### src/rtl/fetch_pc_gen_if.sv
// Fetch/execute bus between fetch_pc_gen and its neighbours.
// master = PC generator side, slave = predictor/EXEC/testbench side.
interface fetch_pc_gen_if;
    logic        stall_f;
    logic        f_predict_valid;
    logic [31:0] f_predict_addr;
    logic        x_valid;
    logic [31:0] x_pc;
    logic        x_is_branch;
    logic        x_taken;
    logic [31:0] x_target;
    logic [31:0] f_pc;
    logic        f_valid;
    logic        x_predict_res;
    logic        x_mispredict;
    logic        flush;

    modport master (
        input  stall_f, f_predict_valid, f_predict_addr,
        input  x_valid, x_pc, x_is_branch, x_taken, x_target,
        output f_pc, f_valid, x_predict_res, x_mispredict, flush
    );

    modport slave (
        output stall_f, f_predict_valid, f_predict_addr,
        output x_valid, x_pc, x_is_branch, x_taken, x_target,
        input  f_pc, f_valid, x_predict_res, x_mispredict, flush
    );
endinterface

### src/rtl/fetch_pc_gen.sv
// Fetch PC generator with in-flight prediction queue and mispredict redirect.
// Optional FETCH_PERF_CNT_EN adds saturating branch/mispredict counters.
module fetch_pc_gen #(
    parameter logic [31:0] RESET_PC = 32'h0000_1000,
    parameter int unsigned QDEPTH   = 4
) (
    input  logic                 clk,
    input  logic                 rst,
    fetch_pc_gen_if.master       bus
`ifdef FETCH_PERF_CNT_EN
    ,
    output logic [31:0]          perf_branches,
    output logic [31:0]          perf_mispredicts
`endif
);

    localparam int unsigned PW = (QDEPTH > 1) ? $clog2(QDEPTH) : 1;
    localparam int unsigned CW = PW + 1;
    localparam logic [CW-1:0] FULL_CNT = CW'(QDEPTH);

    typedef enum logic [1:0] {
        S_RESET = 2'd0,
        S_RUN   = 2'd1,
        S_FULL  = 2'd2
    } state_t;

    state_t          state_q, state_d;
    logic [31:0]     f_pc_q, f_pc_d;
    logic            flush_q, flush_d;
    logic [PW-1:0]   wr_ptr_q, wr_ptr_d;
    logic [PW-1:0]   rd_ptr_q, rd_ptr_d;
    logic [CW-1:0]   count_q, count_d;
    logic [31:0]     q_pc_q [QDEPTH];
    logic [31:0]     q_pc_d [QDEPTH];
    logic            q_pt_q [QDEPTH];
    logic            q_pt_d [QDEPTH];
    logic [31:0]     q_pa_q [QDEPTH];
    logic [31:0]     q_pa_d [QDEPTH];

    logic            full;
    logic            empty;
    logic            f_valid;
    logic            resolve;
    logic            mispredict;
    logic            push;
    logic            pop;
    logic [31:0]     head_pc;
    logic            head_pt;
    logic [31:0]     head_pa;
    logic [31:0]     actual_next;
    logic [31:0]     pred_next;

    always_comb begin
        full        = (count_q == FULL_CNT);
        empty       = (count_q == '0);
        f_valid     = ~rst & ~full;
        head_pc     = q_pc_q[rd_ptr_q];
        head_pt     = q_pt_q[rd_ptr_q];
        head_pa     = q_pa_q[rd_ptr_q];
        actual_next = (bus.x_is_branch & bus.x_taken) ? bus.x_target : bus.x_pc + 32'd4;
        pred_next   = head_pt ? head_pa : head_pc + 32'd4;
        resolve     = ~rst & bus.x_valid & ~empty;
        // A PC mismatch means the queue has lost sync with EXEC; treat it as a redirect too.
        mispredict  = resolve & ((actual_next != pred_next) | (bus.x_pc != head_pc));
        push        = f_valid & ~bus.stall_f & ~mispredict;
        pop         = resolve;
    end

    always_comb begin
        q_pc_d   = q_pc_q;
        q_pt_d   = q_pt_q;
        q_pa_d   = q_pa_q;
        wr_ptr_d = wr_ptr_q;
        rd_ptr_d = rd_ptr_q;
        count_d  = count_q;
        if (mispredict) begin
            wr_ptr_d = '0;
            rd_ptr_d = '0;
            count_d  = '0;
        end else begin
            if (push) begin
                q_pc_d[wr_ptr_q] = f_pc_q;
                q_pt_d[wr_ptr_q] = bus.f_predict_valid;
                q_pa_d[wr_ptr_q] = bus.f_predict_addr;
                wr_ptr_d         = wr_ptr_q + 1'b1;
            end
            if (pop) begin
                rd_ptr_d = rd_ptr_q + 1'b1;
            end
            case ({push, pop})
                2'b10:   count_d = count_q + 1'b1;
                2'b01:   count_d = count_q - 1'b1;
                default: count_d = count_q;
            endcase
        end
    end

    always_comb begin
        f_pc_d  = f_pc_q;
        flush_d = mispredict;
        if (mispredict) begin
            f_pc_d = actual_next;
        end else if (bus.stall_f | ~f_valid) begin
            f_pc_d = f_pc_q;
        end else if (bus.f_predict_valid) begin
            f_pc_d = bus.f_predict_addr;
        end else begin
            f_pc_d = f_pc_q + 32'd4;
        end
    end

    always_comb begin
        state_d = state_q;
        case (state_q)
            S_RESET: state_d = S_RUN;
            S_RUN:   if (count_q == FULL_CNT) state_d = S_FULL;
            S_FULL:  if (pop) state_d = S_RUN;
            default: state_d = S_RESET;
        endcase
        if (mispredict) begin
            state_d = S_RUN;
        end
    end

    always_ff @(posedge clk) begin
        if (rst) begin
            state_q  <= S_RESET;
            f_pc_q   <= RESET_PC;
            flush_q  <= 1'b0;
            wr_ptr_q <= '0;
            rd_ptr_q <= '0;
            count_q  <= '0;
            q_pc_q   <= '{default: '0};
            q_pt_q   <= '{default: 1'b0};
            q_pa_q   <= '{default: '0};
        end else begin
            state_q  <= state_d;
            f_pc_q   <= f_pc_d;
            flush_q  <= flush_d;
            wr_ptr_q <= wr_ptr_d;
            rd_ptr_q <= rd_ptr_d;
            count_q  <= count_d;
            q_pc_q   <= q_pc_d;
            q_pt_q   <= q_pt_d;
            q_pa_q   <= q_pa_d;
        end
    end

`ifdef FETCH_PERF_CNT_EN
    logic [31:0] perf_br_q, perf_br_d;
    logic [31:0] perf_mp_q, perf_mp_d;

    always_comb begin
        perf_br_d = perf_br_q;
        perf_mp_d = perf_mp_q;
        if (pop & bus.x_is_branch & (perf_br_q != 32'hFFFF_FFFF)) begin
            perf_br_d = perf_br_q + 32'd1;
        end
        if (mispredict & (perf_mp_q != 32'hFFFF_FFFF)) begin
            perf_mp_d = perf_mp_q + 32'd1;
        end
    end

    always_ff @(posedge clk) begin
        if (rst) begin
            perf_br_q <= '0;
            perf_mp_q <= '0;
        end else begin
            perf_br_q <= perf_br_d;
            perf_mp_q <= perf_mp_d;
        end
    end

    assign perf_branches    = perf_br_q;
    assign perf_mispredicts = perf_mp_q;
`endif

    assign bus.f_pc          = f_pc_q;
    assign bus.f_valid       = f_valid;
    assign bus.x_predict_res = bus.x_valid & bus.x_is_branch & bus.x_taken;
    assign bus.x_mispredict  = mispredict;
    assign bus.flush         = flush_q;

endmodule

### src/flat_wrapper.sv
// flat-port wrapper written by rule: the top's interface ports become plain ports
module fetch_pc_gen_flat 
#(
    parameter logic [31:0] RESET_PC = 32'h0000_1000,
    parameter int unsigned QDEPTH   = 4
)
  (clk, rst, bus_stall_f, bus_f_predict_valid, bus_f_predict_addr, bus_x_valid, bus_x_pc, bus_x_is_branch, bus_x_taken, bus_x_target, bus_f_pc, bus_f_valid, bus_x_predict_res, bus_x_mispredict, bus_flush);
  fetch_pc_gen_if bus_i ();
  input  logic clk;
  input  logic rst;
  input wire logic [$bits(bus_i.stall_f)-1:0] bus_stall_f;
  input wire logic [$bits(bus_i.f_predict_valid)-1:0] bus_f_predict_valid;
  input wire logic [$bits(bus_i.f_predict_addr)-1:0] bus_f_predict_addr;
  input wire logic [$bits(bus_i.x_valid)-1:0] bus_x_valid;
  input wire logic [$bits(bus_i.x_pc)-1:0] bus_x_pc;
  input wire logic [$bits(bus_i.x_is_branch)-1:0] bus_x_is_branch;
  input wire logic [$bits(bus_i.x_taken)-1:0] bus_x_taken;
  input wire logic [$bits(bus_i.x_target)-1:0] bus_x_target;
  output wire logic [$bits(bus_i.f_pc)-1:0] bus_f_pc;
  output wire logic [$bits(bus_i.f_valid)-1:0] bus_f_valid;
  output wire logic [$bits(bus_i.x_predict_res)-1:0] bus_x_predict_res;
  output wire logic [$bits(bus_i.x_mispredict)-1:0] bus_x_mispredict;
  output wire logic [$bits(bus_i.flush)-1:0] bus_flush;
  assign bus_i.stall_f = bus_stall_f;
  assign bus_i.f_predict_valid = bus_f_predict_valid;
  assign bus_i.f_predict_addr = bus_f_predict_addr;
  assign bus_i.x_valid = bus_x_valid;
  assign bus_i.x_pc = bus_x_pc;
  assign bus_i.x_is_branch = bus_x_is_branch;
  assign bus_i.x_taken = bus_x_taken;
  assign bus_i.x_target = bus_x_target;
  assign bus_f_pc = bus_i.f_pc;
  assign bus_f_valid = bus_i.f_valid;
  assign bus_x_predict_res = bus_i.x_predict_res;
  assign bus_x_mispredict = bus_i.x_mispredict;
  assign bus_flush = bus_i.flush;
  fetch_pc_gen #(.RESET_PC(RESET_PC), .QDEPTH(QDEPTH)) u_core (.clk(clk), .rst(rst), .bus(bus_i));
endmodule
### config.mk
export PLATFORM = sky130hd
export DESIGN_NAME = fetch_pc_gen_flat
export DESIGN_NICKNAME = d
export VERILOG_FILES = /design/src/rtl/fetch_pc_gen_if.sv /design/src/rtl/fetch_pc_gen.sv /design/src/flat_wrapper.sv
export SDC_FILE = /design/constraint.sdc
export NUM_CORES = 1
export LEC_CHECK = 0
export ABC_AREA = 0
export CORE_MARGIN = 4
export CORE_UTILIZATION = 35
export DETAILED_ROUTE_END_ITERATION = 12
export GPL_TIMING_DRIVEN = 1
export PLACE_DENSITY = 0.58
export SETUP_SLACK_MARGIN = 0.05
export SLEW_MARGIN = 20
export SYNTH_ARGS = -nofsm -noshare
export SYNTH_HDL_FRONTEND = slang
export SYNTH_SLANG_ARGS = --single-unit
### constraint.sdc
create_clock -name clk -period 12.3 [get_ports clk]
set_input_delay 2.46 -clock clk [delete_from_list [all_inputs] [get_ports clk]]
set_output_delay 2.46 -clock clk [all_outputs]
set_load 0.05 [all_outputs]
==> results of run 1 <==
final timing paths:
| check | from | endpoint | slack, ns | cells past startpoint |
|---|---|---|---|---|
| hold reg to reg | u_core.q_pa_q[9] | u_core.q_pa_q[9] | 0.47 | 2 |
| hold / removal | u_core.q_pa_q[9] | u_core.q_pa_q[9] | 0.47 | 2 |
| setup reg to reg | u_core.rd_ptr_q[1] | u_core.count_q[1] | 5.35 | 19 |
| setup / recovery | bus_x_pc[2] | bus_x_mispredict | 1.57 | 14 |
cell type report:
type	instances	area, um^2	area share [%]
Multi-Input combinational cell	1589	10300	51.4
Sequential cell	300	6010	30.1
Tap cell	664	831	4.15
Inverter	30	114	0.569
Timing Repair Buffer	169	1640	8.18
Clock buffer	51	1030	5.14
Clock inverter	8	93.8	0.469
metal layers:
layer	global-route usage, %	up-vias	wire, um
met1	36.6	8553	31800
met3	4.28	101	5620
met4	9.36	0	2740
met5	0	-	0
met2	41.3	792	33100
li1	-	7848	-
metrics by stage:
step	instances	util (%)	total power, mW	instance area [um^2]	hold WS, ns
finish	2811	40.7	2.57	20000	0.473
global route	2811	40.7	2.67	20000	0.492
CTS	2811	40.7	2.59	20000	0.472
detailed placement	2752	38.4	1.56	18900	0.465
global placement	2752	38.4	1.56	18900	0.458
floorplan	2148	-	1.36	17500	0.451
worst max-delay path, cell delays in order:
cell and delay (ns):
clkdlybuf4s50_1 0.59, ha_1 0.26, nand4_2 0.22, or3_1 0.60, nor3_1 0.30, xnor2_1 0.09, o21ai_0 0.52, or3_1 0.22
nand4_1 0.09, nor4_1 0.87, nand3_1 0.83, nand2_1 0.33, inv_2 0.14, clkdlybuf4s50_1 0.73
registers in the layout, summed over array words and instances, names as in the netlist:
signal,count
u_core.bus.f_pc,32
u_core.bus.flush,1
u_core.count_q,3
u_core.q_pa_q,128
u_core.q_pc_q,128
u_core.q_pt_q,4
u_core.rd_ptr_q,2
u_core.wr_ptr_q,2
cells in the mapped netlist, types with 15 or more instances:
cell	number	area, um^2
buf_6	15	169
buf_4	18	135
and3_1	20	125
mux2i_1	33	330
buf_2	31	155
o21ai_0	251	1260
o21ai_1	70	350
nand3_1	313	1570
nor4_1	15	93.8
nor2_1	54	203
nand4_1	26	163
xnor2_1	76	666
xor2_1	31	272
mux4_2	65	1460
clkbuf_1	153	574
a21oi_1	314	1570
a31oi_1	18	113
nand2_1	86	323
or3_1	23	144
inv_1	29	109
nor3_1	32	160
dfxtp_1	300	6010
cells by family after synthesis:
group | Yosys count | share of synthesized area, %
muxes | 105 | 10.7
AOI/OAI and AO/OA | 739 | 23.1
and+or+nand+nor | 628 | 18.7
buffers and inverters | 259 | 6.96
xor gates and xnor gates | 108 | 5.49
DFF | 300 | 34.4
adders and majority gates | 9 | 0.687
power breakdown:
group          switching, mW  leakage (nW)  internal [mW]
Sequential            0.0492          2.43           1.00
Combinational          0.340          3.16          0.159
Clock                  0.407         0.554          0.620
Total                  0.796          6.15           1.78
==> impl_metrics.yaml, run 1 <==
run_status:
  status: "finished, final reports clean"
routing:
  drtPass1Iterations: 5
  drtIter0Drc: 2219
  postRouteAntennaNets: 0
  drcViolationCount: 0
  post_drt_wl_per_cell_um: 26.1
  vias_per_cell: 6.15
  vias: 17300
  drt_wl_total_um: 73300
global_routing:
  grt_max_degree: 163
  grt_pass1_vias: 16200
  grt_usage_pct: 26.3
  grt_first_pass_wirelength_um: 108000
  antenna_found_initial: 1
  grt-ovfl-total: 0
yosys:
  postSynth.asyncResetShare_pct: 0
  syn-instance-count: 2148
  syn-num-nets: 2260
  synth_edf_count: 0
  synth-seq-cells: 300
  ys.flop_type: "dfxtp_1"
  ys_seq_area_share_pct: 34.4
  yosysWarnings: 0
  postSynthAreaPerCell_um2: 8.14
  synthDistinctLibCells: 84
  syn_area_um2: 17500
timing:
  maxSlewViolCount: 0
  rsz0062_at_grt: "no"
  hold_violations: 0
  timing.final.ws_setup_ns: 1.57
  min_period_over_period_pct: 87.3
  skew_ns: 0.0133
  maxClockFrequency_mhz: 93.2
  worst-slew-pin-transition_ns: 0.979
  timing.slew.headroom_pct: 34.2
  fin_crit_ns: 10.73
  finalSetupViolCount: 0
  setup_tns_ns: 0
clock_tree:
  cts.sinks: 300
  cts_buffer_depth: 3
  root_buffer: "clkbuf_16"
  htreeDepth: 2
  cts_setup_buffers: 0
  post_cts_resized: 0
  cts_buffers: 34
  cts-hold-fix-buffers: 0
  cts_tree: "built"
  clock_latency_ns: 0.54
  clk_pin_slew_ns: 0.05
die:
  dieHeight_um: 231
  die-area_um2: 53600
  die-width_um: 231
  start_util_pct: 35.6
  core_area_um2: 49200
  fp-row-count: 81
  design.portCount: 139
critical_path:
  critPathRequiredTime_ns: 9.84
  cp.arrival_ns: 8.27
  crit_path_max_fanout: 16
  critPathLaunchType: "input pin"
  worstSetupPathType: "input pin to output pin"
  end_kind: "output pin"
place:
  dp_slack_ns: 1.68
  gp_congestion: 0.975
  dp_hpwl_um: 49000
  io_buffers: 138
layout:
  layout_common_cells: "a21oi_1, nand3_1, dfxtp_1"
  layout_commonest_cell: "a21oi_1"
  nNetsFinal: 2236
  nFillCells: 4897
  diodes: 0
  drive_gt1_share_pct: 8.80
  area_growth_pct: 14.5
pwr:
  ir_drop_uv: 73.6
  power_per_cell_area_nw_per_um2: 129
  cellLeakagePower_nw: 6.15
run:
  cap_violations: 0
worst_hold_path:
  hp-class: "flip-flop to flip-flop"
No activity file was read; power rests on OpenSTA's default activity.
==> inputs of run 2 (changes only) <==
SKIP_LAST_GASP = 1   (was unset)
==> results of run 2 <==
Final layout, timing and power as in run 1 (identical DEF).
